**config.mk**
```make
export PLATFORM = sky130hd
export DESIGN_NAME = regbank_32x32
export DESIGN_NICKNAME = d
export VERILOG_FILES = /design/src/rtl/regbank_pkg.sv /design/src/rtl/regbank_read_port.sv /design/src/rtl/regbank_32x32.sv
export SDC_FILE = /design/constraint.sdc
export NUM_CORES = 2
export LEC_CHECK = 0
export BUFFER_PORTS_ARGS = -buffer_cell sky130_fd_sc_hd__clkbuf_2
export CORE_ASPECT_RATIO = 1.5
export CORE_MARGIN = 2
export CORE_UTILIZATION = 53
export CTS_BUF_LIST = sky130_fd_sc_hd__clkbuf_8 sky130_fd_sc_hd__clkbuf_16
export CTS_CLUSTER_SIZE = 20
export DETAILED_ROUTE_END_ITERATION = 7
export HOLD_SLACK_MARGIN = 0.05
export PLACE_DENSITY = 0.82
export SETUP_SLACK_MARGIN = 0.3
export SLEW_MARGIN = 40
export SYNTH_ARGS = -nofsm -noshare
export SYNTH_HDL_FRONTEND = slang
export SYNTH_SLANG_ARGS = --single-unit
```
**constraint.sdc**
```tcl
create_clock -name clk -period 1.3 [get_ports clk]
set_input_delay 0.065 -clock clk [delete_from_list [all_inputs] [get_ports clk]]
set_output_delay 0.065 -clock clk [all_outputs]
set_load 0.03 [all_outputs]
```
**src/rtl/regbank_pkg.sv**
```systemverilog
// Shared constants for the register bank and the register-destination mux.
package regbank_pkg;

  localparam int DATA_W_DEF   = 32;
  localparam int SP_RESET_DEF = 227;

  localparam logic [4:0] REG_ZERO = 5'd0;
  localparam logic [4:0] REG_SP   = 5'd29;
  localparam logic [4:0] REG_RA   = 5'd31;

  // A write only lands when enabled and not aimed at the hard-wired $zero.
  function automatic logic write_live(input logic we, input logic [4:0] addr);
    return we && (addr != REG_ZERO);
  endfunction

endpackage

```
**src/rtl/regbank_read_port.sv**
```systemverilog
// One registered read port of the register bank.
// Address 0 always returns 0. When REGBANK_BYPASS_EN is defined, a read of
// the register being written in the same cycle returns the new data
// (write-first); otherwise it returns the pre-write value (read-first).
module regbank_read_port
  import regbank_pkg::*;
#(
  parameter int DATA_W = DATA_W_DEF
) (
  input  logic                     clk,
  input  logic                     reset_n,
  input  logic [4:0]               i_addr,
  input  logic [31:0][DATA_W-1:0]  i_regs,
`ifdef REGBANK_BYPASS_EN
  input  logic                     i_we,
  input  logic [4:0]               i_waddr,
  input  logic [DATA_W-1:0]        i_wdata,
`endif
  output logic [DATA_W-1:0]        o_data
);

  logic [DATA_W-1:0] r_data;
  logic [DATA_W-1:0] w_data_next;

  // Select what the port captures at the next edge.
  always_comb begin
    w_data_next = i_regs[i_addr];
`ifdef REGBANK_BYPASS_EN
    if (write_live(i_we, i_waddr) && (i_waddr == i_addr))
      w_data_next = i_wdata;
`endif
    if (i_addr == REG_ZERO)
      w_data_next = '0;
  end

  // Output register, cleared asynchronously by reset.
  always_ff @(posedge clk or negedge reset_n) begin
    if (!reset_n) r_data <= '0;
    else          r_data <= w_data_next;
  end

  assign o_data = r_data;

endmodule

```
**src/rtl/regbank_32x32.sv**
```systemverilog
// 32 x DATA_W architectural register bank: one write port, two registered
// read ports. $zero is hard-wired to 0, $sp resets to SP_RESET.
// Optional macro REGBANK_BYPASS_EN selects write-first read behaviour.
module regbank_32x32
  import regbank_pkg::*;
#(
  parameter int DATA_W   = DATA_W_DEF,
  parameter int SP_RESET = SP_RESET_DEF
) (
  input  logic              clk,
  input  logic              reset_n,
  input  logic              RegWrite,
  input  logic [4:0]        WriteReg,
  input  logic [DATA_W-1:0] WriteData,
  input  logic [4:0]        ReadReg1,
  input  logic [4:0]        ReadReg2,
  output logic [DATA_W-1:0] ReadData1,
  output logic [DATA_W-1:0] ReadData2
);

  logic [31:0][DATA_W-1:0] w_regs;
  logic                    w_write_live;

  assign w_write_live = write_live(RegWrite, WriteReg);

  genvar gi;
  generate
    for (gi = 0; gi < 32; gi++) begin : g_entry
      if (gi == 0) begin : g_zero
        assign w_regs[gi] = '0;
      end else begin : g_reg
        localparam logic [DATA_W-1:0] RST_VAL =
          (gi == int'(REG_SP)) ? DATA_W'(SP_RESET) : '0;
        logic [DATA_W-1:0] r_entry;
        // Storage entry: reset to its architectural value, load on decoded write.
        always_ff @(posedge clk or negedge reset_n) begin
          if (!reset_n)
            r_entry <= RST_VAL;
          else if (w_write_live && (WriteReg == 5'(gi)))
            r_entry <= WriteData;
        end
        assign w_regs[gi] = r_entry;
      end
    end
  endgenerate

  regbank_read_port #(.DATA_W(DATA_W)) u_port_a (
    .clk     (clk),
    .reset_n (reset_n),
    .i_addr  (ReadReg1),
    .i_regs  (w_regs),
`ifdef REGBANK_BYPASS_EN
    .i_we    (RegWrite),
    .i_waddr (WriteReg),
    .i_wdata (WriteData),
`endif
    .o_data  (ReadData1)
  );

  regbank_read_port #(.DATA_W(DATA_W)) u_port_b (
    .clk     (clk),
    .reset_n (reset_n),
    .i_addr  (ReadReg2),
    .i_regs  (w_regs),
`ifdef REGBANK_BYPASS_EN
    .i_we    (RegWrite),
    .i_waddr (WriteReg),
    .i_wdata (WriteData),
`endif
    .o_data  (ReadData2)
  );

endmodule

```
* Yosys cells after proc, flatten, opt, wreduce, memory -nomap -nowiden *
Cells that the tools add are included.
W data, S select, Z words.

word-level totals
  logic and storage cells = 107
  register bits = 1056
  output and inout bits = 64
  input bits = 50

operators by class
  magnitude comparators = 2
  eq/ne operators = 31
  multiplexer cells = 6
  reductions and logical operators = 35

operators by type and width
  cell                  count
  $bmux W32 S5          2
  $mux W32              4
  $eq A5 B5 Y1 const B  16
  $eq A5 B4 Y1 const B  8
  $logic_and A1 B1 Y1   32
  $eq A5 B3 Y1 const B  4
  $lt A5 B6 Y1 const B  2
  $eq A5 B2 Y1 const B  2
  $logic_not A5 Y1      2
  $eq A5 B1 Y1 const B  1
  $reduce_bool A5 Y1    1

* Depth between registers and ports, before layout *
  depth in word-level cells = 3
  depth in mapped cells = 9
  depth with buffers taken out = 4

* By module *
Synthesis repeated with hierarchy kept, for this count alone.

unflattened totals
  cells, all modules = 3952
  area total of the unflattened synthesis = 56568.0 µm²

modules (own cells, without submodules)
  module             times used  area an instance (µm²)  seq. area each (µm²)  cells an instance
  regbank_32x32      1           37502.2                 24830.1               2224
  regbank_read_port  2           9532.9                  800.8                 864

* Least setup slack after synthesis *
OpenSTA, ideal clock, no wires.

  path kind = input port to flip-flop
  start point = input WriteReg[4]
  end point = register g_entry[3].g_reg.r_entry[10]
  data arrival time = 1.412 ns
  setup slack = -0.237 ns
  required time = 1.175 ns
  buffers on the path = 2
  cell stages on the path = 5
  setup time = 0.125 ns
  cells stage by stage = buf_2 nand3b_1 nor4b_4 buf_6 mux2_2

between the ends
  cells in the longest elaborated chain, start to end = 3
  elaborated cells on any way between the ends = 4
  classes of those cells = eq/ne: 1; reduce/logical: 3

RTL lines
  item                     line                 RTL
  from (decl)              regbank_32x32.sv:13  input logic [4:0] WriteReg,
  $reduce_bool A5 Y1       regbank_pkg.sv:13    return we && (addr != REG_ZERO);
  $logic_and A1 B1 Y1      regbank_pkg.sv:13
  $logic_and A1 B1 Y1 (*)  regbank_32x32.sv:39  else if (w_write_live && (WriteReg == 5'(gi)))
  to (signal assigned)     regbank_32x32.sv:40  r_entry <= WriteData;
  to (decl)                regbank_32x32.sv:34  logic [DATA_W-1:0] r_entry;

Every way passes the cells marked *; elsewhere a longest branch is shown, timed or not.
A chain may end at the register's enable or synchronous reset.

* Worst setup path in the final report *
  start point = register g_entry[12].g_reg.r_entry[30]
  end point = register u_port_b.r_data[30] (netlist: u_port_b.o_data[30])

between the ends
  cells in the longest elaborated chain, start to end = 3

RTL lines
  item                            line                     RTL
  from (decl)                     regbank_32x32.sv:34
  from (signal assigned)          regbank_32x32.sv:40
  $bmux W32 S5                    regbank_read_port.sv:27  w_data_next = i_regs[i_addr];
  $mux W32 (implied by the code)  regbank_read_port.sv:27
  $mux W32                        regbank_read_port.sv:32  if (i_addr == REG_ZERO)
  net u_port_b.w_data_next[30]    regbank_read_port.sv:23  logic [DATA_W-1:0] w_data_next;
  to (signal assigned)            regbank_read_port.sv:39  else r_data <= w_data_next;
  to (decl)                       regbank_read_port.sv:22  logic [DATA_W-1:0] r_data;

The timed path passes the listed nets, and every way through them passes these cells. The select of a mux whose other input is x is not followed.

==> summary.md <==
| Metric | Value |
|---|---|
| WL per Instance | 31.41 um |
| 1st-iter DRT viols | 4,694 |
| Total track usage | 34.93% |
| Worst setup path class | reg2reg |
| Leading post-synthesis cells by cell area | dfrtp_1, mux2_2, mux2i_1 |
| Routed vias | 41,370 |
| First-pass GRT wire length | 276,800 um |
| Post-synth top area share | 47.67% |
| DRT antenna net count | 0 |
| Clock buffer count from CTS | 96 |
| Initial Util | 53.16% |
| Complex-gate fraction of the synthesized area | 6.523% |
| Syn. warnings | 0 |
| NetSw | 28.86 mW |
| Comb power frac | 23.7% |
| Mux cell area share after synthesis | 38.40% |
| Slew HR | 53.08% |
| Syn avg cell area | 13.38 sq um |
| Clk_skew | 0.02611 ns |
| Nets | 4,589 |
| Pin count of the biggest net entering global routing | 64 |
| Cell Int Power | 69.73 mW |
| Final hold vios | 4 |
| Area of the die | 106,700 sq um |
| Setup WS post-layout | -0.3137 ns |
| Pins Over Slew Limit | 0 |
| Failing checks | design-rule violations, negative hold slack, negative setup slack |
| Setup violations, final | 127 |
| Startpoint Class | flip-flop |
| Clock Power Share | 31.2% |
| VDD IR max | 997.3 uV |
| IO Pins | 114 |
| Worst EP required | 1.93 ns |
| Initial antenna violation count | 7 |
| Mapped Area | 55,170 sq um |
| Final TNS setup | -16.72 ns |
| Power, Total | 98.59 mW |
| Fmax achieved | 0.6197 GHz |
| Layout area overhead | 22.63% |
| DRT Pass-1 Iters | 8 |
| Reg power frac | 45.2% |
| Register area | 26,460 sq um |
| PD cells | 1457 nW/um^2 |
| Clock transition at the registers of the reported paths | 0.07 ns |
| Die W | 267.4 um |
| Core outline area | 103,800 sq um |
| Worst slew pin tran | 0.7027 ns |
| Yosys reg bits | 1,056 |
| Syn Inst Count | 4,122 |
| Vias per inst | 6.872 |
| Post-Layout Inst Area | 67,650 sq um |
| Area of the multi-input gates | 27,650 sq um |
| Clk root buf | clkbuf_16 |
| Syn_nets | 4,172 |
| Number of H-tree levels | 3 |
| Die height | 399.1 um |
| Unrepaired setup endpoints after global routing | true |
| CTS tree | built |
| Final Cycle Share | 124.1% |
| # port buffers | 113 |
| Hold Path Class | in2async |
| Critical Path End Type | flip-flop |
| Largest family of logic cells by synthesized area | multiplexers |
| CP max FO | 3 |
| Row Count | 145 |
| Post-synthesis simple-gate area fraction | 2.998% |
| Leakage | 30.99 nW |
| Critical path arrival | 2.24 ns |
| Distinct cells, synth | 41 |
| Max_cap viols | 0 |
| Biggest area consumer among synthesized cells | dfrtp_1 |
| DP HPWL | 120,400 um |
| Placed inst area | 62,110 sq um |
| Placer's final routability congestion estimate | 0.9478 |
| Adder-cell area share of the yosys netlist | 0% |
| Fin Hold WS | -0.2316 ns |
| Sequential area share after synthesis | 47.91% |
| Switch share | 29.27% |
| Overflow after GRT | 0 |
| Filler cell count | 6,972 |
| Outcome | finished with violations |
| Vias in the first global route | 43,740 |
| Pre-CTS WS | -0.5812 ns |
| Post-Synth XOR/XNOR Area | 0% |
| # DRC | 1 |
| WL final | 189,000 um |
| Clk_lat worst skew | 0.74 ns |
| Clock Path Buffers | 3 |
| Layout cell share with drive strength beyond 1 | 48.08% |
| CTS sink count | 1,056 |
| Final Critical Period | 1.614 ns |
## Yosys cell counts
cell	instances
dfrtp_1	1051
mux2_2	996
mux2i_1	638
o22ai_1	256
clkbuf_1	205
nor3_1	160
mux4_2	129
buf_2	102
buf_4	79
a22oi_1	64
a221o_1	63
mux2_1	60
nor2b_1	40
a211oi_1	34
a21oi_1	32
nor4_1	32
a22o_1	31
a31oi_1	31
buf_6	27
nand2_1	19
buf_1	16
nand2b_1	12
nor2_2	10
dfstp_2	5
or2_2	4
and2_1	3
and3b_1	3
nand3_1	3
buf_8	2
clkbuf_4	2
nor2_1	2
nor3b_2	2
and3_1	1
buf_12	1
nand2_2	1
nand3b_1	1
nor3_4	1
nor3b_1	1
nor4b_1	1
nor4b_4	1
o21ai_0	1
## cell families (layout without fill, tap and decap cells)
| logic type | count (synthesis) | count (layout) |
|---|---|---|
| muxes | 1823 | 1823 |
| DFF | 1056 | 1056 |
| AOI/OAI and AO/OA | 512 | 512 |
| buffers and inverters | 434 | 931 |
| and+or+nand+nor | 297 | 297 |
| other | 0 | 4 |
## final timing paths
path	from	slack [ns]	to	depth (start not counted)
max	g_entry[12].g_reg.r_entry[30]	-0.31	u_port_b.o_data[30]	5
min	reset_n	-0.23	g_entry[18].g_reg.r_entry[6]	2
max reg2reg	g_entry[12].g_reg.r_entry[30]	-0.31	u_port_b.o_data[30]	5
min reg2reg	g_entry[29].g_reg.r_entry[2]	0.51	g_entry[29].g_reg.r_entry[2]	1
max in group asynchronous	reset_n	0.14	u_port_a.o_data[5]	4
min in group clk	WriteReg[2]	0.05	g_entry[3].g_reg.r_entry[2]	4
## registers in the layout, summed over array words and instances (netlist names)
name,count
g_entry.g_reg.r_entry,992
u_port_a.o_data,32
u_port_b.o_data,32
## timing repair
| action | 4_1_cts | 5_1_grt |
|---|---|---|
| endpoints found under the hold margin | 1152 | 34 |
| resized for setup | 233 | 143 |
| buffers inserted | 26 | 25 |
| pin swaps | 50 | 22 |
| hold buffers | 25 | 6 |
| endpoints found under the setup margin | 128 | 171 |
## layout make-up
cell class | count | share of cell area, %
well taps | 1396 | 2.582
repair buffers | 753 | 12.45
flip-flops and latches | 1056 | 39.11
multi-input cells | 2632 | 40.87
diodes | 4 | 0.01480
clock inverters | 62 | 0.9968
clock buffers | 116 | 3.974
## stage by stage
stage	instances	util (%)
CTS	5984	64.51
detailed placement	5755	59.85
global route	6019	65.19
global placement	5755	59.85
floorplan	4122	-
finish	6019	65.19
## cells in the final DEF, fill, tap and decap left out, types with 7 or more instances in the layout
master,n
nor3_2,14
a22oi_1,64
mux2_1,34
buf_6,26
nor2b_1,25
mux2_4,78
clkinv_2,17
inv_1,21
a221o_1,63
a21oi_1,15
clkbuf_8,19
dfrtp_2,23
clkbuf_16,97
nor2_4,10
nor4_1,22
mux4_2,129
nor3_1,146
o22ai_1,256
buf_12,176
a31oi_4,7
a211oi_2,29
bufinv_16,13
a31oi_2,11
nor4_2,10
mux2_2,944
mux2i_1,638
nand2_2,12
clkbuf_2,42
a22o_1,30
nor2b_4,15
a21oi_2,16
dfrtp_1,1028
buf_8,66
buf_4,412
dlygate4sd3_1,30
a31oi_1,13
## routing by layer
metal  vias up  global-route usage [%]  share of wire, %
met5         -                       0             0.013
li1      16480                       -                 -
met1     21000                   40.36                33
met2      2744                   55.82                47
met4         4                   28.89                10
met3      1135                   7.594               9.7
## worst max-delay path, cell delays in order, from the launching register on
cell	delay (ns)
dfrtp_1	0.39
mux4_2	0.47
a22o_1	0.28
a31oi_2	0.18
nor3_2	0.06
buf_4	0.14
## power by group through the flow
stage / Clock, mW / Combinational, mW / Sequential [mW]
after floorplan: 0 / 13.8 / 43.5
after global placement: 0 / 20.0 / 44.0
after detailed placement: 0 / 20.8 / 44.6
after CTS: 30.7 / 22.2 / 44.2
after global routing: 32.0 / 24.6 / 45.2
final: 30.7 / 23.3 / 44.5
No activity file was read; power rests on OpenSTA's default activity.
